--- config.mk ---
export PLATFORM = sky130hd
export DESIGN_NAME = data_memory_copier
export DESIGN_NICKNAME = d
export VERILOG_FILES = /design/src/rtl/data_memory_copier.sv
export SDC_FILE = /design/constraint.sdc
export NUM_CORES = 1
export LEC_CHECK = 0
export CAP_MARGIN = 15
export CELL_PAD_IN_SITES_DETAIL_PLACEMENT = 0
export CELL_PAD_IN_SITES_GLOBAL_PLACEMENT = 1
export CORE_MARGIN = 1.5
export CORE_UTILIZATION = 38
export DETAILED_ROUTE_END_ITERATION = 8
export GPL_TIMING_DRIVEN = 0
export MAX_ROUTING_LAYER = met4
export PLACE_DENSITY_LB_ADDON = 0.1
export SLEW_MARGIN = 20
export SYNTH_ARGS = -nofsm -noshare
export SYNTH_HDL_FRONTEND = slang
export SYNTH_SLANG_ARGS = --single-unit
--- constraint.sdc ---
create_clock -name i_clk -period 4.15 [get_ports i_clk]
set_input_delay 1.245 -clock i_clk [delete_from_list [all_inputs] [get_ports i_clk]]
set_output_delay 1.245 -clock i_clk [all_outputs]
set_load 0.02 [all_outputs]
--- src/rtl/data_memory_copier.sv ---
`default_nettype none
// ============================================================================
//  Module   : data_memory_copier
//  Purpose  : Byte-block copy engine. Acts as initiator on a single-port
//             data memory, alternating one READ and one WRITE cycle per byte
//             to copy i_len bytes from i_src to i_dst in ascending order.
//             Pointers wrap modulo 2^ADDR_W.
//  Ports    : i_clk, i_rst (async, active-high)
//             i_start, i_src, i_dst, i_len   - copy request (sampled in IDLE)
//             o_busy, o_done, o_checksum     - status
//             o_mem_addr, o_mem_data, o_mem_we, o_mem_re, i_mem_data
//                                            - memory port (read data is
//                                              registered by the memory)
//  Options  : DATA_MEMORY_COPIER_CHECKSUM_EN - build the running byte-sum
//             accumulator; when undefined o_checksum is tied to 0.
//  Revision : 1.0 - initial release
// ============================================================================
module data_memory_copier #(
    parameter int ADDR_W = 10,
    parameter int DATA_W = 8
) (
    input  logic              i_clk,
    input  logic              i_rst,
    input  logic              i_start,
    input  logic [ADDR_W-1:0] i_src,
    input  logic [ADDR_W-1:0] i_dst,
    input  logic [ADDR_W:0]   i_len,
    output logic              o_busy,
    output logic              o_done,
    output logic [DATA_W-1:0] o_checksum,
    output logic [ADDR_W-1:0] o_mem_addr,
    output logic [DATA_W-1:0] o_mem_data,
    output logic              o_mem_we,
    output logic              o_mem_re,
    input  logic [DATA_W-1:0] i_mem_data
);

    typedef enum logic [1:0] {
        ST_IDLE  = 2'd0,
        ST_READ  = 2'd1,
        ST_WRITE = 2'd2,
        ST_DONE  = 2'd3
    } state_t;

    localparam logic [ADDR_W-1:0] c_ptr_one = ADDR_W'(1);
    localparam logic [ADDR_W:0]   c_cnt_one = (ADDR_W + 1)'(1);

    state_t            r_state;
    logic [ADDR_W-1:0] r_src_ptr;
    logic [ADDR_W-1:0] r_dst_ptr;
    logic [ADDR_W:0]   r_cnt;

    // Start is only honoured in IDLE; requests in any other state are dropped.
    logic w_start_acc;
    assign w_start_acc = (r_state == ST_IDLE) && i_start;

    always_ff @(posedge i_clk or posedge i_rst) begin
        if (i_rst) begin
            r_state   <= ST_IDLE;
            r_src_ptr <= '0;
            r_dst_ptr <= '0;
            r_cnt     <= '0;
        end else begin
            case (r_state)
                ST_IDLE: begin
                    if (i_start) begin
                        if (i_len != '0) begin
                            r_src_ptr <= i_src;
                            r_dst_ptr <= i_dst;
                            r_cnt     <= i_len;
                            r_state   <= ST_READ;
                        end else begin
                            // Zero-length copy: report completion, touch no memory.
                            r_state <= ST_DONE;
                        end
                    end
                end
                ST_READ: begin
                    r_src_ptr <= r_src_ptr + c_ptr_one;
                    r_state   <= ST_WRITE;
                end
                ST_WRITE: begin
                    r_dst_ptr <= r_dst_ptr + c_ptr_one;
                    r_cnt     <= r_cnt - c_cnt_one;
                    r_state   <= (r_cnt == c_cnt_one) ? ST_DONE : ST_READ;
                end
                ST_DONE: begin
                    r_state <= ST_IDLE;
                end
                default: begin
                    r_state <= ST_IDLE;
                end
            endcase
        end
    end

    // Status and memory-port signals decode directly from the state and
    // pointer registers so reset clears them without waiting for an edge.
    assign o_busy = (r_state == ST_READ) || (r_state == ST_WRITE);
    assign o_done = (r_state == ST_DONE);

    always_comb begin
        o_mem_addr = '0;
        o_mem_data = '0;
        o_mem_we   = 1'b0;
        o_mem_re   = 1'b0;
        case (r_state)
            ST_READ: begin
                o_mem_re   = 1'b1;
                o_mem_addr = r_src_ptr;
            end
            ST_WRITE: begin
                // Read data issued in the previous READ cycle is returned now
                // and forwarded straight back into the memory.
                o_mem_we   = 1'b1;
                o_mem_addr = r_dst_ptr;
                o_mem_data = i_mem_data;
            end
            default: begin
                o_mem_addr = '0;
            end
        endcase
    end

`ifdef DATA_MEMORY_COPIER_CHECKSUM_EN
    logic [DATA_W-1:0] r_sum;

    // Cleared on every accepted start (including zero-length) and held from
    // DONE until the next accepted start.
    always_ff @(posedge i_clk or posedge i_rst) begin
        if (i_rst) begin
            r_sum <= '0;
        end else if (w_start_acc) begin
            r_sum <= '0;
        end else if (r_state == ST_WRITE) begin
            r_sum <= r_sum + i_mem_data;
        end
    end

    assign o_checksum = r_sum;
`else
    logic w_unused_start_acc;
    assign w_unused_start_acc = w_start_acc;
    assign o_checksum         = '0;
`endif

endmodule
`default_nettype wire

==> results.yml <==
run_status:
  status: "complete, no violations"
floorplanning:
  start_util: 0.395
  core_um2: 6390
  die_x_um: 84.5
  die_h_um: 84.5
  rows: 29
  die_area_um2: 7140
  io_pins: 72
yosys:
  synth_edf_count: 0
  ys_types: 58
  synth-seq-area-share: 0.327
  synth_area_per_cell_um2: 8.42
  ys_warn_count: 0
  synthFlopType: "dfrtp_1"
  ys_ff_latch: 33
  syn_area_um2: 2520
  syn_inst: 300
  async_flop_share: 1.00
cts:
  clock_latency_ps: 300
  cts_sinks: 33
  cts-root-buf: "clkbuf_8"
  cts_buffers: 5
  clk_pin_slew_worst_paths_ps: 80
  hold_buffers: 0
  ctsHtreeMaxLevel: 2
  cts_buffer_depth: 2
  tritoncts: "done"
timing:
  hold_viol: 0
  maxSlewHeadroom: 0.541
  tightestPinTransition_ps: 689
  layout_setup_ws_ps: 284
  finalCritPeriodShare: 0.932
  fmax_ghz: 0.259
  tns_ps: 0
  finalWorstPathRequiredPeriod_ps: 3870
  fin_worst_skew_ps: 5.84
  slew_viol_final: 0
  setup_violations: 0
  grt_setup_unrepaired: "no"
  holdWs_ps: 491
power_and_ir_drop:
  share_seq_of_total_power: 0.409
  internal_power_uw: 650
  p_clk_frac: 0.298
  p_switching_uw: 307
  p_leak_nw: 1.41
  sw_frac_of_total: 0.321
  power_density_nw_per_um2: 281
  power_uw: 957
  peakVddDrop_mv: 0.163
  p_comb_frac: 0.293
drt:
  dr.pass1.iters: 4
  wirelength_um: 7360
  drt_first_iter_violations: 143
  vias: 2518
  wl_met3_um: 397
  wire_per_inst_um: 16.1
  wl_met1_um: 3340
  route.detailed.drc: 0
  antenna_left: 0
  top_layer: "met4"
  wl_met2_um: 3530
  vias_per_cell: 5.52
worst_setup_path:
  startpoint_type: "register"
  critPathMaxStageDelay_ps: 630
  cp.arrival_ps: 2620
  crit_path_cell_trace: "inv_1 > ha_1 > buf_2 > clkbuf_2 > nand2_1 > a21boi_0 > clkdlybuf4s50_1"
  cp_slowest_cell: "clkdlybuf4s50_1"
  cp_data_required_time_ps: 2900
  path_class: "register to primary output"
  cp-end-kind: "primary output"
  cp_max_fo: 10
global_routing:
  grtUsageTotal: 0.221
  grt.overflow.total: 0
  grt_first_pass_wirelength_um: 12200
  grt_pass1_vias: 2417
  grt_max_degree: 27
  antenna_found_initial: 0
final_layout:
  syn_to_final_growth_pct: 34.8
  multi_input_area_um2: 1530
  seqCellArea_um2: 826
  nFillCells: 622
  layout_commonest_cell: "clkdlybuf4s50_1"
  nets: 429
  layout_common_cells: "clkdlybuf4s50_1 (63), nand2_1 (38), dfrtp_1 (33)"
  layout-drive-gt1-share: 0.116
  antenna_cells: 0
placement:
  dpl_worst_slack_ps: 252
  portBuffers: 63
  place_hpwl_um: 5520
  gp_congestion: 0.820
hold_path:
  min-delay-path-class: "register to register"
job:
  cap_violations: 0
[synth_stat cells (all sizes together), types with 4 or more instances]
library cell  instances  area share
a21boi                7       0.021
a21oi                23       0.046
a22oi                 6       0.018
a2bb2oi               4       0.021
a31oi                 4       0.016
a32oi                 4       0.014
and2                 11       0.027
buf                  18       0.050
clkbuf                6      0.0089
dfrtp                33        0.33
ha                    9       0.045
inv                  12       0.018
mux2i                 4       0.016
nand2                38       0.056
nand2b                4      0.0099
nand3                11       0.024
nand4                 5       0.012
nor2                 15       0.022
nor3                 10       0.022
o21ai                24       0.049
o22ai                 8       0.020
[cell type report]
| cell class | count | area share |
|---|---|---|
| inverters | 12 | 0.0132 |
| clock buffers | 7 | 0.0283 |
| repair buffers | 64 | 0.191 |
| multi-input cells | 238 | 0.450 |
| flip-flops and latches | 33 | 0.243 |
| well taps | 77 | 0.0283 |
| plain buffers | 24 | 0.0449 |
| clock inverters | 1 | 0.00147 |
[layer usage]
layer,vias up,global-route usage
li1,1241,-
met1,1201,0.281
met2,68,0.361
met3,8,0.0433
met4,0,0.0557
met5,-,-
[critical path: cells and delay by family, from the launching register on]
kind,cells,cell delay [ps]
buffers and inverters,4,1260
DFF,1,410
adders and majority gates,1,340
AOI/OAI and AO/OA,1,200
and+or+nand+nor,1,110
[worst paths after layout]
| path | startpoint | endpoint | slack (ps) | depth (start not counted) |
|---|---|---|---|---|
| max in group asynchronous | i_rst | r_src_ptr[9] | 2560 | 3 |
| max reg2reg | r_state[0] | r_dst_ptr[7] | 1920 | 6 |
| max | r_state[1] | o_mem_addr[9] | 280 | 7 |
| min in group asynchronous | i_rst | r_cnt[5] | 1180 | 2 |
| min reg2reg | r_dst_ptr[9] | r_dst_ptr[9] | 490 | 1 |
| min | r_dst_ptr[9] | r_dst_ptr[9] | 490 | 1 |
[registers in the layout (all words and copies together), names as in the netlist]
| register | cells |
|---|---|
| r_src_ptr | 10 |
| r_dst_ptr | 10 |
| r_state | 2 |
| r_cnt | 11 |
[stage by stage]
step	instance area [µm²]	std cells	utilization
detailed placement	3300	448	0.516
finish	3400	456	0.533
global route	3400	456	0.533
CTS	3400	456	0.533
global placement	3280	447	0.513
floorplan	2550	307	-
[power by group through the flow]
stage / sequential, mW / combinational [mW] / clock, mW
floorplan: 0.385 / 0.156 / 0
global placement: 0.396 / 0.275 / 0
detailed placement: 0.395 / 0.282 / 0
CTS: 0.389 / 0.282 / 0.289
global route: 0.395 / 0.304 / 0.304
finish: 0.391 / 0.281 / 0.285
[what timing repair did]
item	CTS	global route
setup buffers	0	0
gates resized for setup	1	3
endpoints found under the setup margin	2	4
[logic make-up (layout without fill, tap and decap cells)]
| group | after synthesis | after routing | synth area share |
|---|---|---|---|
| AND/OR/NAND/NOR | 116 | 116 | 0.248 |
| AO/OA/AOI/OAI | 100 | 100 | 0.282 |
| buffers and inverters | 36 | 108 | 0.0768 |
| flip-flops | 33 | 33 | 0.327 |
| adder cells (fa/ha/maj) | 9 | 9 | 0.0446 |
| multiplexers | 5 | 5 | 0.0203 |
| other | 1 | 8 | 0.00149 |
No activity file was read; power rests on OpenSTA's default activity.
==> edit (config.mk and constraints unchanged) <==
`DATA_W`: 8 -> 12.
--- a/src/rtl/data_memory_copier.sv
+++ b/src/rtl/data_memory_copier.sv
@@ -17,7 +17,7 @@
 // ============================================================================
 module data_memory_copier #(
     parameter int ADDR_W = 10,
-    parameter int DATA_W = 8
+    parameter int DATA_W = 12
 ) (
     input  logic              i_clk,
     input  logic              i_rst,
Ports: changed (resized i_mem_data, o_checksum and o_mem_data); port bits go from 72 to 84. The function was not compared with the original's and may differ.
==> edit against the original RTL <==
  * First-iteration DRC count up 34%
  * Wire length up 17%
  * Area after synthesis up 4.0%
  * Global-route usage up 2.5 points
  * Worst hold slack worse by 0.0013 ns
  * Sequential cell count unchanged
  * Cell area up 5.2%
  * Setup slack worse by 0.084 ns
  * Largest cell class unchanged
  * Highest routed layer unchanged
Power is not compared: it rests on default switching activity, and its combinational part moved more than twofold at a synthesized area within 25%.
==> edit: results (changes against the original RTL) <==
- The instance area at placement is 3500 um^2 (was 3300 um^2).
- The count of placed standard cells in the final layout, fillers left out is 498 (was 456).
- The flop-to-flop setup slack is 1.77 ns (was 1.92 ns).
- The depth of the worst register-to-register path is 7 (was 6).
- The final worst clock skew came to 0.0117 ns (was 0.00584 ns).
- Ranking of synthesized cells by instance count: 33 x sky130_fd_sc_hd__dfrtp_1, 27 x sky130_fd_sc_hd__nand3_1, 26 x sky130_fd_sc_hd__nand2_1, 20 x sky130_fd_sc_hd__inv_1, 20 x sky130_fd_sc_hd__o22ai_1 (was 38 x sky130_fd_sc_hd__nand2_1, 33 x sky130_fd_sc_hd__dfrtp_1, 23 x sky130_fd_sc_hd__a21oi_1, 21 x sky130_fd_sc_hd__o21ai_0, 15 x sky130_fd_sc_hd__nor2_1).
- The worst flop-to-flop path endpoint is r_src_ptr[2] (was r_dst_ptr[7]).
- The biggest cell delay along the critical path is 0.60 ns (was 0.63 ns).
- The global-route track usage on met3 is 0.0443 (was 0.0433).
- The part of the cycle the worst path needs is 0.952 (was 0.932).
- The end of the critical path is o_mem_data[6] (was o_mem_addr[9]).
- The count of unique library cells instantiated by Yosys is 52 (was 58).
- The post-detailed-route wirelength per cell is 17.3 um (was 16.1 um).
- The worst setup slack after placement is 0.136 ns (was 0.252 ns).
- The routing usage on met2 is 0.391 (was 0.361).
- The met1 global-route usage is 0.324 (was 0.281).
- The via count of the first global-routing pass is 2787 (was 2417).
- The detailed placement HPWL is 6540 um (was 5520 um).
- The initial DRC count is 191 (was 143).
- The source of the critical timing path is r_state[0] (was r_state[1]).
- The post-synthesis instance total is 329 (was 300).
- Status: completed (unchanged).
- The fraction of final layout cells with drive strength greater than 1 is 0.0837 (was 0.116).
- The global-route usage over all layers came to 0.246 (was 0.221).
- The placer congestion estimate is 0.897 (was 0.820).
- The cell count after placement came to 492 (was 448).
[edit: metal layers]
metal,routed length [um],share of wire,vias to the layer above
met4,103,0.012,0
met5,0,0,-
li1,-,-,1370
met3,708,0.082,8
met1,3920,0.46,1385
met2,3870,0.45,143
[edit: kinds of logic after synthesis]
group | count (synthesis) | synth area share
AO/OA/AOI/OAI | 92 | 0.244
multiplexers | 4 | 0.0157
adder cells (fa/ha/maj) | 9 | 0.0429
AND/OR/NAND/NOR | 141 | 0.293
flip-flops | 33 | 0.314
buffers and inverters | 49 | 0.0881
other | 1 | 0.00143
[edit: power breakdown]
group          total, mW  internal, mW  leakage (nW)  switching [mW]
registers          0.689         0.490         0.387           0.199
clock network      0.233         0.110        0.0399           0.122
logic               1.65         0.697          1.04           0.952
total               2.57          1.30          1.47            1.27
[edit: how the worst min path moves through the flow]
stage	from	end	slack, ns	cells after the start
finish	r_dst_ptr[9]	r_dst_ptr[9]	0.49	1
global route	r_dst_ptr[9]	r_dst_ptr[9]	0.52	1
CTS	r_dst_ptr[9]	r_dst_ptr[9]	0.49	1
detailed placement	r_dst_ptr[9]	r_dst_ptr[9]	0.48	1
global placement	r_dst_ptr[9]	r_dst_ptr[9]	0.47	1
floorplan	r_dst_ptr[9]	r_dst_ptr[9]	0.45	1
[edit: timing repair]
| item | in CTS | in global routing |
|---|---|---|
| cloned | 0 | 0 |
| setup endpoints to repair | 11 | 8 |
| gates resized for setup | 3 | 4 |
| hold buffers | 0 | 0 |
[edit: area by class of cell]
class	instances	area, um^2	share of cell area
plain buffers	29	164	0.0458
clock buffers	5	68.8	0.0192
clock inverters	1	5.00	0.00140
inverters	20	75.1	0.0210
multi-input cells	258	1610	0.450
flip-flops and latches	33	826	0.231
well taps	80	100	0.0280
repair buffers	72	731	0.204
